`config.mk`:
```
export PLATFORM = sky130hd
export DESIGN_NAME = line_steer_ctrl_flat
export DESIGN_NICKNAME = d
export VERILOG_FILES = /design/src/rtl/line_steer_ctrl_pkg.sv /design/src/rtl/line_steer_ctrl_if.sv /design/src/rtl/line_steer_ctrl_tick_gen.sv /design/src/rtl/line_steer_ctrl.sv /design/src/flat_wrapper.sv
export SDC_FILE = /design/constraint.sdc
export NUM_CORES = 1
export LEC_CHECK = 0
export CAP_MARGIN = 20
export CORE_MARGIN = 5
export CORE_UTILIZATION = 40
export DETAILED_ROUTE_END_ITERATION = 12
export SLEW_MARGIN = 20
export SYNTH_ARGS = -nofsm -noshare
export SYNTH_HDL_FRONTEND = slang
export SYNTH_SLANG_ARGS = --single-unit
```
`constraint.sdc`:
```
create_clock -name clk -period 5.29 [get_ports clk]
set_input_delay 0.7935 -clock clk [delete_from_list [all_inputs] [get_ports clk]]
set_output_delay 0.7935 -clock clk [all_outputs]
set_load 0.005 [all_outputs]
```
`src/rtl/line_steer_ctrl_pkg.sv`:
```
// steer_pkg: shared definitions for the line-follower steering controller.
//   SERVO_CENTER / SERVO_MIN / SERVO_MAX : servo command endpoints
//   w(i)           : signed weight of sensor bit i (2i-7, i.e. -7..+7)
//   steer_state_t  : controller FSM states
//   side_t         : side of the array the line was last seen on
package steer_pkg;

  localparam logic [7:0] SERVO_CENTER = 8'd128;
  localparam logic [7:0] SERVO_MIN    = 8'd0;
  localparam logic [7:0] SERVO_MAX    = 8'd255;

  typedef enum logic [1:0] {
    ST_WAIT    = 2'd0,
    ST_SAMPLE  = 2'd1,
    ST_COMPUTE = 2'd2,
    ST_OUTPUT  = 2'd3
  } steer_state_t;

  // CENTRE is encoded as zero so that the reset value is all-zeroes.
  typedef enum logic [1:0] {
    CENTRE = 2'd0,
    LEFT   = 2'd1,
    RIGHT  = 2'd2
  } side_t;

  // Bit 0 is the leftmost sensor (-7), bit 7 the rightmost (+7).
  function automatic logic signed [5:0] w(input int i);
    return 6'(2 * i - 7);
  endfunction

endpackage

```
`src/rtl/line_steer_ctrl_if.sv`:
```
// line_steer_ctrl_if: sensor input and steering output bundle.
//   sensors     : raw IR array (asynchronous), 1 = line seen, bit 0 = leftmost
//   servo       : steering command, 0 = hard left, 128 = straight, 255 = hard right
//   servo_valid : one-cycle pulse in the cycle servo takes a new value
//   line_lost   : high while the line has been missing for the timeout
//   state       : controller FSM state, exported for observation
// Handshake: servo_valid is a strobe with no ready. The consumer cannot stall
// the controller; servo holds its value between strobes, so a consumer may
// either latch on servo_valid or simply use servo continuously.
// modport master: the steering controller. modport slave: the consumer
// (PWM stage) that also owns the sensor wiring.
interface line_steer_ctrl_if;
  import steer_pkg::*;

  logic [7:0]   sensors;
  logic [7:0]   servo;
  logic         servo_valid;
  logic         line_lost;
  steer_state_t state;

  modport master (input sensors, output servo, output servo_valid,
                  output line_lost, output state);
  modport slave  (output sensors, input servo, input servo_valid,
                  input line_lost, input state);
endinterface

```
`src/rtl/line_steer_ctrl_tick_gen.sv`:
```
// tick_gen: free-running prescaler producing a registered one-cycle tick
// every DIV clocks. The first tick after reset appears DIV cycles after rst
// deasserts.
//   clk  : system clock
//   rst  : synchronous active-high reset
//   tick : one-cycle pulse, period DIV
module tick_gen #(
  parameter int unsigned DIV = 8
) (
  input  logic clk,
  input  logic rst,
  output logic tick
);
  localparam int unsigned CW = (DIV > 1) ? $clog2(DIV) : 1;

  logic [CW-1:0] cnt;

  always_ff @(posedge clk) begin
    if (rst) begin
      cnt  <= '0;
      tick <= 1'b0;
    end else if (cnt == CW'(DIV - 1)) begin
      cnt  <= '0;
      tick <= 1'b1;
    end else begin
      cnt  <= cnt + CW'(1);
      tick <= 1'b0;
    end
  end
endmodule

```
`src/rtl/line_steer_ctrl.sv`:
```
// line_steer_ctrl: line-follower steering controller.
// Synchronises the 8-channel IR array, samples it every CLK_HZ/SAMPLE_HZ
// clocks, forms a weighted line-position error and applies a PD law to
// produce the servo command. When the line disappears it steers toward the
// side it was last seen on, and after LOST_TIMEOUT empty samples raises
// line_lost and straightens the servo.
// Build option: STEER_DERIV_EN defined builds the derivative term (e_prev
// register, subtractor, KD product); undefined gives a P-only law.
//   clk : system clock        rst : synchronous active-high reset
//   bus : line_steer_ctrl_if.master (sensors in; servo, servo_valid,
//         line_lost, state out)
module line_steer_ctrl
  import steer_pkg::*;
#(
  parameter int unsigned CLK_HZ       = 100_000_000,
  parameter int unsigned SAMPLE_HZ    = 1000,
  parameter int unsigned KP           = 4,
  parameter int unsigned KD           = 2,
  parameter int unsigned LOST_TIMEOUT = 200
) (
  input  logic                  clk,
  input  logic                  rst,
  line_steer_ctrl_if.master     bus
);
  localparam int unsigned DIV = CLK_HZ / SAMPLE_HZ;
  localparam int unsigned LW  = $clog2(LOST_TIMEOUT + 1);
  localparam logic signed [11:0] KP_S = 12'(KP);

  // The FSM needs the whole WAIT->OUTPUT sequence to finish before the next
  // tick, and gains are 4-bit.
  if (DIV < 8 || KP > 15 || KD > 15 || LOST_TIMEOUT < 1) begin : g_param_check
    $error("line_steer_ctrl: illegal parameter set");
  end

  logic [7:0]         sync1, sync2, s;
  logic               tick;
  steer_state_t       state, state_nxt;
  side_t              last_side, side_nxt;
  logic [LW-1:0]      lost_cnt, lost_nxt;
  logic signed [5:0]  e;
  logic signed [11:0] u;
  logic signed [12:0] servo_raw;
  logic [7:0]         pd_servo, servo_nxt;
  logic [7:0]         servo_q;
  logic               servo_valid_q, line_lost_q, lost_flag_nxt;
  logic               line_present;

  tick_gen #(.DIV(DIV)) u_tick_gen (
    .clk  (clk),
    .rst  (rst),
    .tick (tick)
  );

  always_ff @(posedge clk) begin
    if (rst) begin
      sync1 <= '0;
      sync2 <= '0;
    end else begin
      sync1 <= bus.sensors;
      sync2 <= sync1;
    end
  end

  always_ff @(posedge clk) begin
    if (rst) state <= ST_WAIT;
    else     state <= state_nxt;
  end

  always_comb begin
    state_nxt = state;
    case (state)
      ST_WAIT:    if (tick) state_nxt = ST_SAMPLE;
      ST_SAMPLE:  state_nxt = ST_COMPUTE;
      ST_COMPUTE: state_nxt = ST_OUTPUT;
      ST_OUTPUT:  state_nxt = ST_WAIT;
      default:    state_nxt = ST_WAIT;
    endcase
  end

  // Weighted sum only; no normalisation by the number of active sensors.
  always_comb begin
    e = '0;
    for (int i = 0; i < 8; i++) begin
      if (s[i]) e = e + w(i);
    end
  end

`ifdef STEER_DERIV_EN
  localparam logic signed [11:0] KD_S = 12'(KD);
  logic signed [5:0] e_prev;
  logic signed [6:0] d;

  assign d = $signed({e[5], e}) - $signed({e_prev[5], e_prev});
  assign u = KP_S * $signed({{6{e[5]}}, e}) + KD_S * $signed({{5{d[6]}}, d});

  // e_prev is frozen while the line is absent so recovery differentiates
  // against the last real position.
  always_ff @(posedge clk) begin
    if (rst)                                      e_prev <= '0;
    else if (state == ST_COMPUTE && line_present) e_prev <= e;
  end
`else
  assign u = KP_S * $signed({{6{e[5]}}, e});
`endif

  assign servo_raw = $signed({5'd0, SERVO_CENTER}) + $signed({u[11], u});

  always_comb begin
    if (servo_raw < 13'sd0)        pd_servo = SERVO_MIN;
    else if (servo_raw > 13'sd255) pd_servo = SERVO_MAX;
    else                           pd_servo = servo_raw[7:0];
  end

  assign line_present = (s != 8'd0);

  always_comb begin
    lost_nxt      = lost_cnt;
    side_nxt      = last_side;
    servo_nxt     = pd_servo;
    lost_flag_nxt = 1'b0;
    if (line_present) begin
      lost_nxt = '0;
      if (e > 6'sd0)      side_nxt = RIGHT;
      else if (e < 6'sd0) side_nxt = LEFT;
      else                side_nxt = CENTRE;
    end else begin
      if (lost_cnt != LW'(LOST_TIMEOUT)) lost_nxt = lost_cnt + LW'(1);
      if (lost_nxt == LW'(LOST_TIMEOUT)) begin
        lost_flag_nxt = 1'b1;
        servo_nxt     = SERVO_CENTER;
      end else begin
        case (last_side)
          LEFT:    servo_nxt = SERVO_MIN;
          RIGHT:   servo_nxt = SERVO_MAX;
          default: servo_nxt = SERVO_CENTER;
        endcase
      end
    end
  end

  // Results are registered at the end of COMPUTE so servo, servo_valid and
  // line_lost all change together in the OUTPUT cycle, three cycles after tick.
  always_ff @(posedge clk) begin
    if (rst) begin
      s             <= '0;
      servo_q       <= SERVO_CENTER;
      servo_valid_q <= 1'b0;
      line_lost_q   <= 1'b0;
      lost_cnt      <= '0;
      last_side     <= CENTRE;
    end else begin
      servo_valid_q <= 1'b0;
      if (state == ST_SAMPLE) s <= sync2;
      if (state == ST_COMPUTE) begin
        servo_q       <= servo_nxt;
        servo_valid_q <= 1'b1;
        line_lost_q   <= lost_flag_nxt;
        lost_cnt      <= lost_nxt;
        last_side     <= side_nxt;
      end
    end
  end

  assign bus.servo       = servo_q;
  assign bus.servo_valid = servo_valid_q;
  assign bus.line_lost   = line_lost_q;
  assign bus.state       = state;

endmodule

```
`src/flat_wrapper.sv`:
```
// flat-port wrapper written by rule: the top's interface ports become plain ports
module line_steer_ctrl_flat import steer_pkg::*;
#(
  parameter int unsigned CLK_HZ       = 100_000_000,
  parameter int unsigned SAMPLE_HZ    = 1000,
  parameter int unsigned KP           = 4,
  parameter int unsigned KD           = 2,
  parameter int unsigned LOST_TIMEOUT = 200
)
  (clk, rst, bus_sensors, bus_servo, bus_servo_valid, bus_line_lost, bus_state);
  line_steer_ctrl_if bus_i ();
  input  logic clk;
  input  logic rst;
  input wire logic [$bits(bus_i.sensors)-1:0] bus_sensors;
  output wire logic [$bits(bus_i.servo)-1:0] bus_servo;
  output wire logic [$bits(bus_i.servo_valid)-1:0] bus_servo_valid;
  output wire logic [$bits(bus_i.line_lost)-1:0] bus_line_lost;
  output wire logic [$bits(bus_i.state)-1:0] bus_state;
  assign bus_i.sensors = bus_sensors;
  assign bus_servo = bus_i.servo;
  assign bus_servo_valid = bus_i.servo_valid;
  assign bus_line_lost = bus_i.line_lost;
  assign bus_state = bus_i.state;
  line_steer_ctrl #(.CLK_HZ(CLK_HZ), .SAMPLE_HZ(SAMPLE_HZ), .KP(KP), .KD(KD), .LOST_TIMEOUT(LOST_TIMEOUT)) u_core (.clk(clk), .rst(rst), .bus(bus_i));
endmodule
```
# Yosys cells after proc, flatten, opt, wreduce, memory -nomap -nowiden
# Cells that the tools add are included.
# op_classes
n_addsub,10
multipliers,0
n_div,0
n_lt_le_gt_ge,4
n_eq_ne,9
shift,0
n_mux,24
n_bitwise,0
n_reduce_logical,4
# ops
operator,count
two-way mux 8 bit,7
two-way mux 6 bit,8
adder 6 x 4 -> 6 bit (second input constant),3
adder 17 x 1 -> 17 bit (second input constant),1
equality test 17 bit (second input constant),1
one-hot mux 8 bit (2 select lines),1
greater-than comparator 13 x 9 -> 1 bit (second input constant),1
< comparator 13 x 1 -> 1 bit (second input constant),1
adder 6 x 3 -> 6 bit (second input constant),2
adder 9 x 8 -> 10 bit (first input constant),1
adder 8 x 1 -> 8 bit (second input constant),1
equality test 8 bit (second input constant),1
!= test 8 bit (second input constant),1
one-hot mux 2 bit (4 select lines),1
nonzero test 8 bit,1
adder 6 x 1 -> 6 bit (second input constant),1
adder 6 x 2 -> 6 bit (second input constant),1
equality test 2 bit (second input constant),3
greater-than comparator 6 x 1 -> 1 bit (second input constant),1
< comparator 6 x 1 -> 1 bit (second input constant),1
two-way mux 1 bit,5
equality test 2 x 1 -> 1 bit (second input constant),2
two-way mux 2 bit,2
zero test 2 bit,1
3 further kinds,3
# word_totals
register_bits,64
latchBits,0
ram_bits,0
romBits,0
in_bits,10
out_inout_bits,12
elab_cells,62
memories,0

# Longest topological paths before layout
# Gate-level depths: netlist of run 1.
# depth
depth_word,20
depth_mapped,20
mapped_depth_nobuf,20

# Hierarchy
# A second synthesis of run 1 with hierarchy kept.
# hier_totals
cells_unflattened,446
hier_area_um2,3872.5
# by_module_without_submodules
module,n_inst,cells_each,area_per_inst_um2,seq_area_each_um2
line_steer_ctrl,1,358,3010.4,900.9
tick_gen,1,88,862.1,360.3

# Worst setup path before layout of run 1
# OpenSTA, ideal clock, no wires.
# synth_timing
path_kind,register -> register
start,register u_core.s[0]
end,register u_core.last_side[1]
setup_time_ns,0.096
arrival_ns,4.141
setup_slack_ns,1.053
path_stages_with_launch,21
path_buffers,0
cell_sequence,dfxtp_1 -> inv_1 -> ha_1 -> mux2_2 -> mux2_2 -> ha_1 -> nand2b_1 -> o311a_1 -> inv_1 -> ha_1 -> o21ai_0 -> ha_1 -> nor3_1 -> mux2i_1 -> o2111ai_2 -> a211oi_1 -> a21oi_1 -> xnor2_1 -> nand4_1 -> xnor2_2 -> o41ai_2
# synth_via
elab_chain_len,17
word_cells_on_any_way,19
cone_classes,add/sub (7); order compare (1); mux (9); reduce/logical (2)
# synth_lines
element,line,source
from (decl),line_steer_ctrl.sv:35,"logic [7:0] sync1, sync2, s;"
from (signal assigned),line_steer_ctrl.sv:153,if (state == ST_SAMPLE) s <= sync2;
two-way mux 6 bit,line_steer_ctrl.sv:84,if (s[i]) e = e + w(i);
adder 6 x 4 -> 6 bit,line_steer_ctrl.sv:84,
two-way mux 6 bit,line_steer_ctrl.sv:84,
adder 6 x 3 -> 6 bit,line_steer_ctrl.sv:84,
two-way mux 6 bit,line_steer_ctrl.sv:84,
adder 6 x 1 -> 6 bit,line_steer_ctrl.sv:84,
two-way mux 6 bit,line_steer_ctrl.sv:84,
adder 6 x 2 -> 6 bit,line_steer_ctrl.sv:84,
two-way mux 6 bit,line_steer_ctrl.sv:84,
adder 6 x 3 -> 6 bit,line_steer_ctrl.sv:84,
two-way mux 6 bit,line_steer_ctrl.sv:84,
adder 6 x 4 -> 6 bit,line_steer_ctrl.sv:84,
two-way mux 6 bit,line_steer_ctrl.sv:84,
adder 6 x 4 -> 6 bit,line_steer_ctrl.sv:84,
two-way mux 6 bit,line_steer_ctrl.sv:84,
greater-than comparator 6 x 1 -> 1 bit,line_steer_ctrl.sv:123,if (e > 6'sd0) side_nxt = RIGHT;
two-way mux 2 bit,line_steer_ctrl.sv:123,
to (signal assigned),line_steer_ctrl.sv:159,last_side <= side_nxt;
to (decl),line_steer_ctrl.sv:38,"side_t last_side, side_nxt;"
# Several ways; a longest one is shown, not always the timed one.
# A chain may end at the register's enable or synchronous reset.

# Worst setup path after layout of run 1
# layout_timing
start,register u_core.s[2]
end,register u_core.last_side[1]
# layout_via
elab_chain_len,13
word_cells_on_any_way,15
cone_classes,add/sub (5); order compare (1); mux (7); reduce/logical (2)
# layout_lines
element,line
two-way mux 6 bit,line_steer_ctrl.sv:84
adder 6 x 1 -> 6 bit,line_steer_ctrl.sv:84
two-way mux 6 bit,line_steer_ctrl.sv:84
adder 6 x 2 -> 6 bit,line_steer_ctrl.sv:84
two-way mux 6 bit,line_steer_ctrl.sv:84
adder 6 x 3 -> 6 bit,line_steer_ctrl.sv:84
two-way mux 6 bit,line_steer_ctrl.sv:84
adder 6 x 4 -> 6 bit,line_steer_ctrl.sv:84
two-way mux 6 bit,line_steer_ctrl.sv:84
adder 6 x 4 -> 6 bit,line_steer_ctrl.sv:84
two-way mux 6 bit,line_steer_ctrl.sv:84
greater-than comparator 6 x 1 -> 1 bit,line_steer_ctrl.sv:123
two-way mux 2 bit,line_steer_ctrl.sv:123
# Several ways; a longest one is shown, not always the timed one.

==> Implementation_results.wiki, run 1 <==
{| class="wikitable"
! Metric !! Value
|-
| Status || finished, final reports clean
|-
| Number of core rows || 35
|-
| Most used cells in the layout excluding fill and tap cells || sky130_fd_sc_hd__dfxtp_1, sky130_fd_sc_hd__nor2_1, sky130_fd_sc_hd__nand2_1
|-
| DR WL/cell || ~13 um
|-
| Most used DFF post-synth || sky130_fd_sc_hd__dfxtp_1
|-
| Leading cell type in the layout, fill and taps excluded || sky130_fd_sc_hd__dfxtp_1
|-
| Type of element capturing the critical path || flip-flop
|-
| Combinational family with the most area after synthesis || simple AND/OR/NAND/NOR gates
|-
| Total wire length || between 6000 and 7000 um
|-
| Slowest cell on the critical path || sky130_fd_sc_hd__dfxtp_1
|-
| Data arrival, critical path || 5020 ps
|-
| Clk_lat worst skew || ~340 ps
|-
| CP most frequent cell || sky130_fd_sc_hd__ha_1
|-
| Length of routed met2 wiring || 3054 um
|-
| Average cell area after synthesis || ~9.0 um^2
|-
| Num ports || 22
|-
| Max stage delay on crit path || 590 ps
|-
| Global router's overall resource usage || 12.83%
|-
| Global-route wire length before repair || between 10,000 and 15,000 um
|-
| Number of nets in the finished design || approximately 460
|-
| Number of detailed-routing iterations run before antenna repair || 4
|-
| Vias in the first global route || between 2,000 and 3,000
|-
| Number of clock buffers inserted by TritonCTS || 9
|-
| Total number of vias || about 2,800
|-
| Power density over the cells || roughly 290 mW/mm^2
|-
| Yosys cell types || 63
|-
| Final Max Slew Viols || 0
|-
| Number of DRC markers in iteration 0 || 83
|-
| Worst Hold Depth || 1
|-
| CTS Root Cell || sky130_fd_sc_hd__clkbuf_8
|-
| Buffers from clock root to sink, at most || 2
|-
| Clk sinks || 63
|-
| Count of cells resized by post-cts repair || 0
|-
| Top cells by area in the synthesized netlist || sky130_fd_sc_hd__dfxtp_1, sky130_fd_sc_hd__ha_1, sky130_fd_sc_hd__nor2_1
|-
| Hold bufs inserted after CTS || 0
|-
| Xor and xnor area share after synthesis || around 12%
|-
| Sequential share of the synthesized area || 33.99%
|-
| WL met3 || around 310 um
|-
| Number of setup violations in the final report || 0
|-
| Max-cap violations || 0
|-
| Detailed Place HPWL || between 4000 and 5000 um
|-
| Wire length the detailed router placed on met1 || roughly 3300 um
|-
| Port buffer count || 21
|-
| DR top layer || met4
|-
| Setup TNS || 0 ps
|-
| Measured slew at the worst slew-check pin || around 690 ps
|-
| Adder-cell area share of the yosys netlist || 8.024%
|-
| Critical path cell sequence || inv_1, fa_1, xnor2_2, ha_1, nand2b_1, o311a_1, inv_1, ha_1, o21ai_0, ha_1, nor3_1, mux2i_1, o2111ai_2, mux2i_1, a21oi_1, xnor2_1, nand4_1, xnor2_2, o41ai_2
|-
| Number of nets in the synthesized netlist || about 450
|-
| Library cell occupying the most area in the post-synthesis netlist || sky130_fd_sc_hd__dfxtp_1
|-
| RSZ-0062 raised after global routing || no
|-
| Number of synthesis warnings || 0
|-
| # Post-CTS Setup Buffers || 0
|-
| Antenna Nets Post-Route || 0
|-
| Area growth, synth to finish || 12.68%
|-
| Final Cell Area || approximately 0.0042 mm^2
|-
| Final Hold Viols || 0
|-
| Final Critical Period || 4775 ps
|-
| Final critical-path share of the clock period || around nine tenths
|-
| Worst max-slew margin expressed relative to the limit || between 50 and 60%
|-
| Setup crit start kind || flip-flop
|-
| Post-place instance area || roughly 0.0040 mm^2
|-
| Critical R2R Capture || u_core.last_side[1]
|-
| Highest net fanout along the worst path || 12
|-
| Antenna violations before repair || 0
|-
| Reg2reg setup slack || roughly 510 ps
|-
| Maximum level of the CTS H-tree || 3
|-
| DIE HEIGHT || 106.3 um
|-
| Min-Delay Path Class || flip-flop to flip-flop
|-
| Cell count after synthesis || between 400 and 500
|-
| Detailed-route vias per instance || 5.115
|-
| Final clock skew || ~9.5 ps
|-
| Ratio of cells with drive above 1 in the final layout || 10.96%
|-
| Simple-gate portion of the synthesized area || 24.75%
|-
| CORE AREA || 0.009153 mm^2
|-
| Worst Hold Endpoint || u_core.sync2[3]
|-
| CP Class || flip-flop to flip-flop
|-
| Leakage power of the design || around 1.6 nW
|-
| Floorplan die width || 106.3 um
|-
| Effective utilization at floorplan || between 40 and 50%
|-
| Number of flops mapped to enable cells by yosys || 0
|-
| Post-synth ARST share || 0%
|-
| Count of inserted antenna diode cells || 0
|-
| Yosys top cell area share || approximately a third
|-
| Cell depth of the worst flop-to-flop path || 19
|-
| Synthesis-stage register bit count || 63
|-
| Worst Hold Launch || u_core.sync1[3]
|-
| Share of the synthesized area in compound gates (AO/OA/AOI/OAI) || between 10 and 15%
|-
| Highest attainable clock frequency || about 210 MHz
|-
| Netlist area before placement || ~0.0037 mm^2
|-
| Launching point of the worst reg2reg path || u_core.s[2]
|-
| Routability congestion estimate from global placement || about 0.82
|-
| Aggregate global routing overflow || 0
|-
| Share of cell area taken by muxes after synthesis || between 4 and 5%
|-
| Pin count of the biggest net entering global routing || 28
|-
| Clock tree from TritonCTS || done
|-
| Remaining routing DRC violations || 0
|-
| Clock-pin slew on the worst setup and hold paths || around 80 ps
|-
| Die Footprint || 0.01130 mm^2
|-
| Required time of the critical path || between 5000 and 6000 ps
|-
| Worst vdd rail ir drop || ~0.15 mV
|}
layout make-up:
| class | count | area, um^2 |
|---|---|---|
| Clock inverter | 7 | 103.9 |
| Tap cell | 111 | 138.9 |
| Sequential cell | 63 | 1261 |
| Multi-Input combinational cell | 309 | 2265 |
| Inverter | 19 | 71.32 |
| Fill cell | 892 | 4971 |
| Timing Repair Buffer | 22 | 217.7 |
| Clock buffer | 9 | 123.9 |
worst max path at each step:
stage	slack [ps]	start	depth (start not counted)	to
2_1_floorplan	1050	u_core.s[0]	20	u_core.last_side[1]
4_1_cts	510	u_core.s[2]	19	u_core.last_side[1]
3_3_place_gp	720	u_core.s[2]	19	u_core.last_side[1]
3_5_place_dp	530	u_core.s[2]	19	u_core.last_side[1]
6_report	510	u_core.s[2]	19	u_core.last_side[1]
5_1_grt	50	u_core.s[2]	19	u_core.last_side[1]
per-layer routing:
metal | GRT usage [%] | vias to the layer above
li1 | - | 1429
met1 | 16.82 | 1281
met2 | 20.00 | 45
met3 | 4.797 | 7
met4 | 3.053 | 0
met5 | 0 | -
report_power, final:
part           leakage [nW]  switching [mW]  internal [mW]
Sequential            0.512          0.0163          0.489
Combinational         0.938           0.144          0.112
Clock                 0.114           0.200          0.271
critical path, delay by kind of cell, from the launching register on:
kind / cells / cell delay (ps)
xor gates and xnor gates: 3 / 650
adders and majority gates: 4 / 1420
muxes: 2 / 370
and+or+nand+nor: 3 / 340
buffers and inverters: 2 / 320
AOI/OAI and AO/OA: 5 / 960
DFF: 1 / 590
cells in the mapped netlist (5+ instances only):
| library cell | count |
|---|---|
| sky130_fd_sc_hd__nand2_1 | 25 |
| sky130_fd_sc_hd__inv_1 | 19 |
| sky130_fd_sc_hd__clkbuf_1 | 11 |
| sky130_fd_sc_hd__o211ai_1 | 5 |
| sky130_fd_sc_hd__nor3_1 | 8 |
| sky130_fd_sc_hd__xnor2_2 | 7 |
| sky130_fd_sc_hd__xor2_1 | 20 |
| sky130_fd_sc_hd__a21oi_1 | 17 |
| sky130_fd_sc_hd__and3_1 | 9 |
| sky130_fd_sc_hd__and2_1 | 5 |
| sky130_fd_sc_hd__nand4_1 | 7 |
| sky130_fd_sc_hd__dfxtp_1 | 63 |
| sky130_fd_sc_hd__nor2b_1 | 20 |
| sky130_fd_sc_hd__nor2_1 | 48 |
| sky130_fd_sc_hd__xnor2_1 | 17 |
| sky130_fd_sc_hd__o21ai_0 | 7 |
| sky130_fd_sc_hd__mux2i_1 | 14 |
| sky130_fd_sc_hd__nand3_1 | 9 |
| sky130_fd_sc_hd__ha_1 | 19 |
flip-flops by register name, summed over array words and instances (netlist names), 2 cells and up:
signal,count
u_core.u_tick_gen.cnt,17
u_core.lost_cnt,8
u_core.s,8
u_core.sync1,8
u_core.sync2,8
u_core.bus.servo,7
u_core.bus.state,2
u_core.last_side,2
per-stage QoR:
stage	std cells	hold slack [ps]	worst slack, ps	util (%)	power [mW]
after CTS	540	445.5	507.8	45.69	1.255
after floorplan	414	413.8	1053	-	0.7185
final	540	441.9	514.9	45.69	1.233
after detailed placement	524	426.3	529.7	43.20	0.7735
after global placement	524	423.0	715.1	43.20	0.7703
after global routing	540	461.4	46.14	45.69	1.306
cells by family after synthesis:
family | Yosys count
multiplexers | 17
flip-flops | 63
XOR/XNOR | 45
AND/OR/NAND/NOR | 168
adder cells (fa/ha/maj) | 22
AO/OA/AOI/OAI | 57
buffers and inverters | 42
Power figures use the tool's default switching activity.
==> run 2, diff against run 1 <==
==> constraint.sdc (replaced) <==
create_clock -name clk -period 5.29 [get_ports clk]
set_input_delay 0.7935 -clock clk [delete_from_list [all_inputs] [get_ports clk]]
set_output_delay 0.7935 -clock clk [all_outputs]
set_load 0.01 [all_outputs]
==> results of run 2 <==
Same layout as run 1 (identical final DEF). Status: finished, final reports clean.
Main changes from that run: total power 1.233 mW -> 1.235 mW
